`src/rtl/decode_pkg.sv`:
```
// Shared types and helpers for the RV32 decode stage: opcodes, format codes,
// the decoded-field bundle, format classification and immediate generation.
package decode_pkg;

    localparam int unsigned INSTR_W   = 32;
    localparam int unsigned IMM_MAX_W = 64;

    localparam logic [6:0] OPC_LUI      = 7'b0110111;
    localparam logic [6:0] OPC_AUIPC    = 7'b0010111;
    localparam logic [6:0] OPC_JAL      = 7'b1101111;
    localparam logic [6:0] OPC_JALR     = 7'b1100111;
    localparam logic [6:0] OPC_LOAD     = 7'b0000011;
    localparam logic [6:0] OPC_OP_IMM   = 7'b0010011;
    localparam logic [6:0] OPC_MISC_MEM = 7'b0001111;
    localparam logic [6:0] OPC_SYSTEM   = 7'b1110011;
    localparam logic [6:0] OPC_STORE    = 7'b0100011;
    localparam logic [6:0] OPC_BRANCH   = 7'b1100011;
    localparam logic [6:0] OPC_OP       = 7'b0110011;

    typedef enum logic [2:0] {
        FMT_R   = 3'd0,
        FMT_I   = 3'd1,
        FMT_S   = 3'd2,
        FMT_B   = 3'd3,
        FMT_U   = 3'd4,
        FMT_J   = 3'd5,
        FMT_UNK = 3'd7
    } fmt_e;

    typedef struct packed {
        logic [6:0] opcode;
        logic [4:0] rd;
        logic [2:0] funct3;
        logic [4:0] rs1;
        logic [4:0] rs2;
        logic [6:0] funct7;
        fmt_e       fmt;
        logic       illegal;
    } dec_bundle_t;

    function automatic fmt_e fmt_of(input logic [6:0] opcode);
        fmt_e f;
        case (opcode)
            OPC_LUI, OPC_AUIPC:                                      f = FMT_U;
            OPC_JAL:                                                 f = FMT_J;
            OPC_JALR, OPC_LOAD, OPC_OP_IMM, OPC_MISC_MEM, OPC_SYSTEM: f = FMT_I;
            OPC_STORE:                                               f = FMT_S;
            OPC_BRANCH:                                              f = FMT_B;
            OPC_OP:                                                  f = FMT_R;
            default:                                                 f = FMT_UNK;
        endcase
        return f;
    endfunction

    // Opcode bits never feed an immediate, so only instr[31:7] is taken.
    // Result is sign-extended to the widest XLEN; callers truncate.
    function automatic logic [IMM_MAX_W-1:0] imm_gen(input logic [INSTR_W-1:7] instr,
                                                     input fmt_e fmt);
        logic [IMM_MAX_W-1:0] imm;
        imm = '0;
        case (fmt)
            FMT_I:   imm = {{52{instr[31]}}, instr[31:20]};
            FMT_S:   imm = {{52{instr[31]}}, instr[31:25], instr[11:7]};
            FMT_B:   imm = {{51{instr[31]}}, instr[31], instr[7], instr[30:25],
                            instr[11:8], 1'b0};
            FMT_U:   imm = {{32{instr[31]}}, instr[31:12], 12'b0};
            FMT_J:   imm = {{43{instr[31]}}, instr[31], instr[19:12], instr[20],
                            instr[30:21], 1'b0};
            default: imm = '0;
        endcase
        return imm;
    endfunction

endpackage

```
`src/rtl/decode_skid_buf.sv`:
```
// Generic 2-entry valid/ready buffer: main register drives the outputs, a skid
// register absorbs one extra beat so in_ready can be a pure register.
module decode_skid_buf #(
    parameter int unsigned WIDTH = 8
) (
    input  logic             clk,
    input  logic             rst,
    input  logic             flush_i,
    input  logic             in_valid_i,
    output logic             in_ready_o,
    input  logic [WIDTH-1:0] in_data_i,
    output logic             out_valid_o,
    input  logic             out_ready_i,
    output logic [WIDTH-1:0] out_data_o
);

    typedef enum logic [1:0] {
        ST_EMPTY = 2'd0,
        ST_ONE   = 2'd1,
        ST_TWO   = 2'd2
    } state_e;

    state_e           state_q, state_d;
    logic [WIDTH-1:0] main_q, main_d;
    logic [WIDTH-1:0] skid_q, skid_d;
    logic             out_valid_q, out_valid_d;
    logic             in_ready_q, in_ready_d;
    logic             in_xfer;
    logic             out_xfer;

    assign in_xfer  = in_valid_i && in_ready_q;
    assign out_xfer = out_valid_q && out_ready_i;

    // Next-state and data movement; flush overrides every other event.
    always_comb begin
        state_d = state_q;
        main_d  = main_q;
        skid_d  = skid_q;
        if (flush_i) begin
            state_d = ST_EMPTY;
        end else begin
            case (state_q)
                ST_EMPTY: begin
                    if (in_xfer) begin
                        main_d  = in_data_i;
                        state_d = ST_ONE;
                    end
                end
                ST_ONE: begin
                    if (in_xfer && out_xfer) begin
                        main_d = in_data_i;
                    end else if (in_xfer) begin
                        skid_d  = in_data_i;
                        state_d = ST_TWO;
                    end else if (out_xfer) begin
                        state_d = ST_EMPTY;
                    end
                end
                ST_TWO: begin
                    if (out_xfer) begin
                        main_d  = skid_q;
                        state_d = ST_ONE;
                    end
                end
                default: state_d = ST_EMPTY;
            endcase
        end
        out_valid_d = (state_d != ST_EMPTY);
        in_ready_d  = (state_d != ST_TWO);
    end

    always_ff @(posedge clk or posedge rst) begin
        if (rst) begin
            state_q     <= ST_EMPTY;
            main_q      <= '0;
            skid_q      <= '0;
            out_valid_q <= 1'b0;
            in_ready_q  <= 1'b1;
        end else begin
            state_q     <= state_d;
            main_q      <= main_d;
            skid_q      <= skid_d;
            out_valid_q <= out_valid_d;
            in_ready_q  <= in_ready_d;
        end
    end

    assign in_ready_o  = in_ready_q;
    assign out_valid_o = out_valid_q;
    assign out_data_o  = main_q;

endmodule

```
`src/rtl/decode_stage.sv`:
```
// RV32 decode stage: field split, format classification, immediate generation
// and illegal detection ahead of a 2-entry skid buffer. DECODE_STATS_EN adds counters.
module decode_stage
    import decode_pkg::*;
#(
    parameter int unsigned XLEN = 32,
    parameter int unsigned PC_W = XLEN
) (
    input  logic            clk,
    input  logic            rst,
    input  logic            flush,
    input  logic            in_valid,
    output logic            in_ready,
    input  logic [31:0]     in_instr,
    input  logic [PC_W-1:0] in_pc,
    output logic            out_valid,
    input  logic            out_ready,
    output logic [PC_W-1:0] out_pc,
    output logic [6:0]      out_opcode,
    output logic [4:0]      out_rd,
    output logic [2:0]      out_funct3,
    output logic [4:0]      out_rs1,
    output logic [4:0]      out_rs2,
    output logic [6:0]      out_funct7,
    output logic [2:0]      out_fmt,
    output logic [XLEN-1:0] out_imm,
    output logic            out_illegal
`ifdef DECODE_STATS_EN
    ,
    output logic [31:0]     stat_decoded,
    output logic [31:0]     stat_illegal
`endif
);

    typedef struct packed {
        logic [PC_W-1:0] pc;
        logic [XLEN-1:0] imm;
        dec_bundle_t     dec;
    } stage_bundle_t;

    localparam int unsigned BUNDLE_W = $bits(stage_bundle_t);

    fmt_e          in_fmt_c;
    stage_bundle_t in_bundle_c;
    stage_bundle_t out_bundle;

    // Decode on the input side so both buffer entries hold finished bundles.
    always_comb begin
        in_bundle_c            = '0;
        in_fmt_c               = fmt_of(in_instr[6:0]);
        in_bundle_c.pc         = in_pc;
        in_bundle_c.imm        = XLEN'(imm_gen(in_instr[31:7], in_fmt_c));
        in_bundle_c.dec.opcode = in_instr[6:0];
        in_bundle_c.dec.rd     = in_instr[11:7];
        in_bundle_c.dec.funct3 = in_instr[14:12];
        in_bundle_c.dec.rs1    = in_instr[19:15];
        in_bundle_c.dec.rs2    = in_instr[24:20];
        in_bundle_c.dec.funct7 = in_instr[31:25];
        in_bundle_c.dec.fmt    = in_fmt_c;
        in_bundle_c.dec.illegal = (in_instr[1:0] != 2'b11) || (in_fmt_c == FMT_UNK);
    end

    decode_skid_buf #(
        .WIDTH(BUNDLE_W)
    ) u_buf (
        .clk        (clk),
        .rst        (rst),
        .flush_i    (flush),
        .in_valid_i (in_valid),
        .in_ready_o (in_ready),
        .in_data_i  (in_bundle_c),
        .out_valid_o(out_valid),
        .out_ready_i(out_ready),
        .out_data_o (out_bundle)
    );

    assign out_pc      = out_bundle.pc;
    assign out_imm     = out_bundle.imm;
    assign out_opcode  = out_bundle.dec.opcode;
    assign out_rd      = out_bundle.dec.rd;
    assign out_funct3  = out_bundle.dec.funct3;
    assign out_rs1     = out_bundle.dec.rs1;
    assign out_rs2     = out_bundle.dec.rs2;
    assign out_funct7  = out_bundle.dec.funct7;
    assign out_fmt     = out_bundle.dec.fmt;
    assign out_illegal = out_bundle.dec.illegal;

`ifdef DECODE_STATS_EN
    logic [31:0] stat_decoded_q;
    logic [31:0] stat_illegal_q;

    // Counters survive flush; only reset clears them.
    always_ff @(posedge clk or posedge rst) begin
        if (rst) begin
            stat_decoded_q <= '0;
            stat_illegal_q <= '0;
        end else if (out_valid && out_ready) begin
            stat_decoded_q <= stat_decoded_q + 32'd1;
            if (out_bundle.dec.illegal) begin
                stat_illegal_q <= stat_illegal_q + 32'd1;
            end
        end
    end

    assign stat_decoded = stat_decoded_q;
    assign stat_illegal = stat_illegal_q;
`endif

endmodule

```
`config.mk`:
```
export PLATFORM = sky130hd
export DESIGN_NAME = decode_stage
export DESIGN_NICKNAME = d
export VERILOG_FILES = /design/src/rtl/decode_pkg.sv /design/src/rtl/decode_skid_buf.sv /design/src/rtl/decode_stage.sv
export SDC_FILE = /design/constraint.sdc
export NUM_CORES = 1
export LEC_CHECK = 0
export CAP_MARGIN = 20
export CORE_MARGIN = 2
export CORE_UTILIZATION = 47
export DETAILED_ROUTE_END_ITERATION = 8
export PLACE_DENSITY = 0.82
export SYNTH_ARGS = -nofsm -noshare
export SYNTH_HDL_FRONTEND = slang
export SYNTH_SLANG_ARGS = --single-unit
```
`constraint.sdc`:
```
create_clock -name clk -period 6.1 [get_ports clk]
set_clock_uncertainty 0.1 [all_clocks]
set_input_delay 0.915 -clock clk [delete_from_list [all_inputs] [get_ports clk]]
set_output_delay 0.915 -clock clk [all_outputs]
set_load 0.05 [all_outputs]
```
# Yosys cells after proc, flatten, opt, wreduce, memory -nomap -nowiden
# Cells that the tools add are included.
# totals
regBits,204
out_inout_bits,102
# classes
n_eq_ne,24
mux,13
bitwise_logic,2
n_reduce_logical,11
# ops
op,count
$mux W100,3
$pmux W100 S3,1
$pmux W32 S5,1
$eq A7 B7 Y1 const B,4
$eq A7 B6 Y1 const B,3
$pmux W3 S6,1
$eq A7 B5 Y1 const B,2
$mux W2,6
$eq A3 B3 Y1 const B,3
$eq A7 B2 Y1 const B,1
$eq A7 B4 Y1 const B,1
$eq A3 B2 Y1 const B,2
$ne A2 B1 Y1 const B,3
$pmux W2 S3,1
$reduce_and A5 Y1,1
$reduce_or A5 Y1,1
$ne A2 B2 Y1 const B,2
$reduce_and A4 Y1,1
$eq A3 B1 Y1 const B,1
$logic_and A1 B1 Y1,3
$reduce_bool A3 Y1,1
$eq A2 B1 Y1 const B,1
$eq A2 B2 Y1 const B,1
$logic_not A2 Y1,1
4 further kinds,5

# Longest topological paths before layout
# Gate-level depths: netlist of run 1.
# logic_depth
word_depth,7
mapped_depth,9
depth_no_buf,5

# By module
# A second synthesis of run 1 with hierarchy kept.
# unflattened
cells_unflattened,776
area_unflattened_um2,9395.3
# by_module_without_submodules
mod,n_inst,cells_per_inst,area_per_inst_um2,seq_area_each_um2
decode_skid_buf,1,677,8724.6,5106.1
decode_stage,1,99,670.6,0.0

# Least setup slack after synthesis of run 1
# No wires, ideal clock.
# synth_path
path_kind,input to register
from,in flush
to,reg u_buf.main_q[56] (netlist: u_buf.out_data_o[56])
arrival_time_ns,2.459
slack_ns,3.399
cell_stages,7
n_path_buf,3
path_cell_list,clkbuf_1 nor4_2 a31oi_1 clkbuf_1 clkbuf_1 nor3_1 a211oi_1
# synth_between
elab_chain_len,2
# synth_lines
item,line_no,rtl
from (decl),decode_stage.sv:11,"input logic flush,"
$not A1 Y1 (no source line),n/a,
$reduce_and A5 Y1 (no source line),n/a,
to (signal assigned),decode_skid_buf.sv:81,main_q <= main_d;
to (decl),decode_skid_buf.sv:24,"logic [WIDTH-1:0] main_q, main_d;"
# No other way between the ends.
# A chain may end at the register's enable or synchronous reset.

# Worst setup path after layout of run 1
# layout_path
from,in out_ready
to,reg u_buf.skid_q[46]
# layout_between
elab_chain_len,4
# layout_lines
item,line_no,rtl
from (decl),decode_stage.sv:17,"input logic out_ready,"
$logic_and A1 B1 Y1,decode_skid_buf.sv:32,assign out_xfer = out_valid_q && out_ready_i;
$logic_and A1 B1 Y1,decode_skid_buf.sv:50,if (in_xfer && out_xfer) begin
$not A1 Y1 (no source line),n/a,
$reduce_and A4 Y1 (no source line),n/a,
to (signal assigned),decode_skid_buf.sv:82,skid_q <= skid_d;
to (decl),decode_skid_buf.sv:25,"logic [WIDTH-1:0] skid_q, skid_d;"
# No other way between the ends.

==> results of run 1 <==
==> final cells by class <==
type / count / area [µm²] / share of cell area, %
clock buffers: 30 / 652 / 5.67
clock inverters: 9 / 108 / 0.937
inverters: 5 / 22.5 / 0.196
multi-input cells: 731 / 3480 / 30.3
flip-flops and latches: 204 / 5110 / 44.4
well taps: 234 / 293 / 2.55
repair buffers: 181 / 1830 / 15.9
==> cell usage in the layout, fill, tap and decap left out, drive strengths merged, types with 3 or more instances in the layout <==
cell type / count
a21oi: 31
or3b: 3
inv: 4
clkinvlp: 3
dfrtp: 203
nor4: 3
a31oi: 74
o21ai: 25
nor2: 133
a22o: 6
clkdlybuf4s50: 170
a32oi: 7
nand3: 6
clkinv: 5
nand2b: 5
nand2: 355
a211oi: 12
buf: 11
clkbuf: 30
o211ai: 3
a221oi: 8
a21boi: 3
a311oi: 9
nor3: 22
==> final timing paths <==
path | end | slack, ps
hold reg to reg | u_buf.skid_q[68]$_DFFE_PP0P_ | 370
setup reg to reg | u_buf.skid_q[46]$_DFFE_PP0P_ | 2880
hold / removal | u_buf.skid_q[68]$_DFFE_PP0P_ | 370
min in group asynchronous | u_buf.out_data_o[64]$_DFFE_PP0P_ | 900
setup / recovery | u_buf.skid_q[46]$_DFFE_PP0P_ | 2400
max in group asynchronous | u_buf.skid_q[86]$_DFFE_PP0P_ | 3760
==> flip-flops by register name, summed over array words and instances, names as in the netlist <==
signal / cells
u_buf.in_ready_o: 1
u_buf.out_data_o: 100
u_buf.out_valid_o: 1
u_buf.skid_q: 100
u_buf.state_q: 2
==> cells by family (layout without fill, tap and decap cells) <==
group / after synthesis / in the layout / share of synthesized area (%)
AOI/OAI and AO/OA: 189 / 189 / 14.2
buffers and inverters: 80 / 225 / 3.63
DFF: 204 / 204 / 57.6
muxes: 2 / 2 / 0.240
and+or+nand+nor: 540 / 540 / 24.4
==> worst max-delay path, cell delays in order <==
cell	delay (ps)
clkdlybuf4s50_1	470
nand2_1	200
nand2_1	150
or4_2	1040
buf_4	450
nor3b_1	590
a22o_1	220
==> per-stage QoR <==
| stage | instances | util [%] | setup slack, ps |
|---|---|---|---|
| floorplan | 1015 | - | 2440 |
| global placement | 1353 | 57.6 | 1990 |
| detailed placement | 1354 | 57.6 | 1890 |
| CTS | 1393 | 61.7 | 2410 |
| global route | 1394 | 61.8 | 2180 |
| finish | 1394 | 61.8 | 2400 |
==> per-layer routing <==
metal	up-vias	part of all wire [%]	track usage (%)
li1	3668	-	-
met1	3700	43	31.3
met2	323	46	35.6
met3	48	9.0	5.57
met4	0	2.3	6.74
met5	-	0	0
==> power by group <==
group	switching [mW]	internal, mW
combinational	1.13	0.593
sequential	0.253	1.79
clock	0.543	0.834
total	1.93	3.22
==> metrics.csv, run 1 <==
stage;metric;value;unit
clocking;clock_path_buffers;3;
grt;grt_max_degree;150;
critical_path;crit_required;6440;ps
detailed_routing;wl;23.1;mm
clocking;ctsHtreeMaxLevel;1;
grt;grt_pass1_wl;37.0;mm
critical_path;worstSetupPathType;input port to flip-flop;
synthesis;synth-edff-count;0;
synthesis;synth_common_cells;nand2_1, dfrtp_1, nor2_1;
floorplan;rows;50;
clocking;cts_root_buf;clkbuf_16;
floorplan;initial_core_util;47.7;%
critical_path;cp.arrival;4040;ps
critical_path;reg2reg_from;u_buf.out_valid_o$_DFF_PP0_;
finish;nFillCells;1521;
synthesis;synth.area.top_cells;dfrtp_1, nand2_1, nor2_1;
synthesis;synth-seq-area-share;57.6;%
finish;n_antenna_cell;0;
grt;grt-ovfl-total;0;
run_status;outcome;completed;
placement;place_congestion;0.812;
worst_hold_path;worstHoldStart;u_buf.skid_q[68]$_DFFE_PP0P_;
pwr;pwr_density_cell;448;nW/µm²
sta;hold_viol_final;0;
clocking;cts_hold_buf;0;
critical_path;path_max_fanout;52;
clocking;insertion_delay;500;ps
finish;final_area;11500;µm²
floorplan;die_area;20000;µm²
synthesis;synth_fp_nets;1084;
clocking;tritoncts;yes;
critical_path;timing.critical_path.from;out_ready;
finish;num-nets-final;1214;
clocking;path_clk_slew;70;ps
sta;fin_tns_setup;0;ps
sta;rsz0062_at_grt;no;
floorplan;fp.dieH;141;µm
worst_hold_path;hold_path_depth;2;
synthesis;post-synth-top-count-cell;nand2_1;
floorplan;coreArea;18600;µm²
worst_hold_path;hold_class;flip-flop to flip-flop;
clocking;post_cts_buffers;0;
pwr;ir_drop;0.287;mV
pwr;finalPower;5.15;mW
sta;whs;374;ps
detailed_routing;drt_iter0_drc;587;
clocking;cts.sinks;204;
synthesis;avgSynthCellArea;8.74;µm²
sta;maxSlewHeadroom;32.3;%
placement;numPortBuffers;170;
detailed_routing;wl_per_cell;16.6;µm
synthesis;ys.flop_type;dfrtp_1;
critical_path;endpoint_kind;flip-flop;
finish;drive_above_1_share;5.60;%
synthesis;synth_cell_types;53;
clocking;cts_buffers;22;
synthesis;yosysWarnings;0;
synthesis;synthCells;1015;
finish;syn2layout_area_growth;29.6;%
detailed_routing;dr_total_vias;7739;
grt;grt.total_usage;22.6;%
detailed_routing;vias_per_cell;5.55;
placement;place_area;10700;µm²
sta;finalMaxSlewViolations;0;
synthesis;yosysTopAreaCellShare;57.3;%
run;cap_violations;0;
sta;setup_viol;0;
synthesis;async_flop_share;100;%
critical_path;worstRegToRegCells;6;
detailed_routing;remaining_drc_errors;0;
sta;period_share;60.7;%
critical_path;start_kind;input port;
synthesis;synth.largest_area_cell;dfrtp_1;
detailed_routing;dr.pass1.iters;5;
pwr;p_leak;5.05;nW
grt;antenna_found_initial;0;
placement;dpl.hpwl;14.5;mm
sta;tightest_slew;1020;ps
detailed_routing;ant_nets;0;
floorplan;fp.dieW;141;µm
grt;grt_pass1_vias;7303;
sta;fin_crit;3700;ps
sta;fmax;270;MHz
floorplan;ios;171;
synthesis;ys_seq_elements;204;
synthesis;syn-cell-area;8870;µm²
clocking;cts_resized;0;
Note: power is estimated with default switching activity, not from simulation.
==> run 2: changes to the inputs <==
==> constraint.sdc (replaced) <==
create_clock -name clk -period 3.2 [get_ports clk]
set_clock_uncertainty 0.1 [all_clocks]
set_input_delay 0.48 -clock clk [delete_from_list [all_inputs] [get_ports clk]]
set_output_delay 0.48 -clock clk [all_outputs]
set_load 0.05 [all_outputs]
==> run 2 against run 1 <==
Compared with the run above: die area unchanged; non-clock buffer count up 17; clock power rose by 96%; combinational power increased by 93%; critical path type unchanged; highest routed layer unchanged; register-to-register slack lost 2300 ps; worst hold slack about the same; sequential cell count unchanged; routed wire length is 3.9% higher.
==> metrics.csv, run 2 (synthesis gave the netlist of run 1 again) <==
stage;metric;value;unit;change
run_status;outcome;completed;;
detailed_routing;drt_iter0_drc;737;;+26%
pwr;pwr_density_cell;853;nW/µm²;+90%
grt;antenna_found_initial;0;;unchanged
critical_path;start_kind;input port;;
sta;tightest_slew;1010;ps;-2.45 ps
floorplan;rows;50;;unchanged
detailed_routing;dr_total_vias;7879;;+1.8%
critical_path;worstRegToRegCells;4;;-2
detailed_routing;remaining_drc_errors;0;;unchanged
sta;period_share;83.6;%;
finish;layout_commonest_cell;nand2_1;;
sta;hold_viol_final;0;;unchanged
grt;grt_pass1_wl;39.3;mm;+6.3%
placement;place_congestion;0.906;;+12%
critical_path;crit_required;3410;ps;-3030 ps
grt;grt_util_met3;5.67;%;+0.10 points
floorplan;ios;171;;unchanged
clocking;cts_hold_buf;0;;unchanged
sta;setup_viol;0;;unchanged
finish;final_area;11700;µm²;+1.5%
finish;syn2layout_area_growth;31.5;%;
run;cap_violations;0;;unchanged
finish;drive_above_1_share;6.81;%;+1.2 points
pwr;p_leak;5.15;nW;+2.0%
detailed_routing;vias_per_cell;5.60;;+0.80%
floorplan;coreArea;18600;µm²;unchanged
sta;maxSlewHeadroom;32.4;%;+0.16 points
detailed_routing;wl;24.0;mm;+3.9%
floorplan;initial_core_util;47.7;%;unchanged
finish;n_antenna_cell;0;;unchanged
clocking;insertion_delay;490;ps;about the same
sta;finalMaxSlewViolations;0;;unchanged
placement;placed_cells;1372;;+1.3%
finish;num-nets-final;1230;;+1.3%
worst_hold_path;hold_class;flip-flop to flip-flop;;
finish;stdcell_count;1408;;+1.0%
pwr;ir_drop;0.606;mV;+110%
clocking;path_clk_slew;60;ps;about the same
critical_path;cp.arrival;2880;ps;-1160 ps
placement;place_area;10900;µm²;+1.7%
floorplan;die_area;20000;µm²;unchanged
grt;grt.total_usage;24.1;%;+1.5 points
detailed_routing;wl_per_cell;17.1;µm;+2.9%
placement;numPortBuffers;170;;unchanged
floorplan;fp.dieH;141;µm;unchanged
worst_hold_path;hold_path_depth;2;;unchanged
clocking;tritoncts;yes;;
grt;grt_pass1_vias;7692;;+5.3%
grt;grt-ovfl-total;0;;unchanged
clocking;ctsHtreeMaxLevel;1;;unchanged
clocking;cts_buffers;21;;-4.5%
clocking;cts_root_buf;clkbuf_16;;
finish;layout_common_cells;nand2_1, dfrtp_1, clkdlybuf4s50_1;;
sta;fmax;374;MHz;
floorplan;fp.dieW;141;µm;unchanged
clocking;clock_path_buffers;3;;unchanged
critical_path;path_max_fanout;11;;-79%
grt;grt_most_used_layer;met2;;
grt;grt_use_met2;39.4;%;+3.8 points
detailed_routing;dr.pass1.iters;5;;unchanged
clocking;post_cts_buffers;0;;unchanged
critical_path;worstSetupPathType;input port to flip-flop;;
critical_path;endpoint_kind;flip-flop;;
detailed_routing;ant_nets;0;;unchanged
placement;dpl.hpwl;15.4;mm;+6.2%
clocking;cts_resized;0;;unchanged
sta;rsz0062_at_grt;no;;
clocking;cts.sinks;204;;unchanged
grt;met1_usage;32.7;%;+1.5 points
grt;grt_max_degree;121;;-19%
sta;fin_crit;2670;ps;
## run 2: cell types whose count changed in the layout (fill, tap and decap cells not counted)
| cell | before | now |
|---|---|---|
| buf_16 | 1 | 0 |
| buf_4 | 8 | 22 |
| clkbuf_16 | 23 | 21 |
| clkbuf_1 | 2 | 1 |
| buf_12 | 2 | 6 |
| clkinv_2 | 3 | 2 |
| clkinv_4 | 2 | 0 |
| clkbuf_8 | 5 | 8 |
| clkinvlp_4 | 3 | 1 |
| bufinv_16 | 2 | 4 |
## run 2: metal layers
layer | up-vias | wire, µm
li1 | 3699 | -
met2 | 347 | 11300
met1 | 3792 | 10100
met5 | - | 0
met3 | 41 | 2120
met4 | 0 | 510
## run 2: final timing paths
check,startpoint,endpoint,slack [ps]
min reg2reg,u_buf.skid_q[91]$_DFFE_PP0P_,u_buf.skid_q[91]$_DFFE_PP0P_,370
min in group asynchronous,rst,u_buf.out_data_o[13]$_DFFE_PP0P_,400
min,u_buf.skid_q[91]$_DFFE_PP0P_,u_buf.skid_q[91]$_DFFE_PP0P_,370
max,in_instr[6],u_buf.out_data_o[59]$_DFFE_PP0P_,530
max in group asynchronous,rst,u_buf.skid_q[73]$_DFFE_PP0P_,2030
max reg2reg,u_buf.in_ready_o$_DFF_PP1_,u_buf.out_data_o[59]$_DFFE_PP0P_,550
## run 2: critical path, cell delays in order
cell             delay (ps)
clkdlybuf4s50_1         660
buf_4                   220
nand2b_1                110
nand3_1                 160
nand3_2                  90
buf_4                   180
a21oi_1                 780
a211oi_1                190
## run 2: layout make-up
type	count	area [µm²]
clock inverters	6	130
well taps	234	293
repair buffers	198	1990
flip-flops and latches	204	5110
multi-input cells	731	3480
fillers	1535	6920
inverters	5	22.5
clock buffers	30	639
## run 2: metrics by stage
stage / hold WS (ps) / setup TNS [ps] / utilization (%) / total power, mW / setup slack, ps
2_1_floorplan: 346 / -4760 / - / 6.05 / -23.5
3_3_place_gp: 357 / 0 / 58.6 / 7.16 / 243
3_5_place_dp: 362 / 0 / 58.6 / 7.27 / 152
4_1_cts: 378 / 0 / 62.7 / 9.99 / 583
5_1_grt: 393 / 0 / 62.7 / 10.4 / 430
6_report: 374 / 0 / 62.7 / 9.94 / 525
## run 2: where the power goes
part	internal [mW]	switching, mW
combinational	1.15	2.17
sequential	3.42	0.498
clock	1.70	1.00
total	6.27	3.67
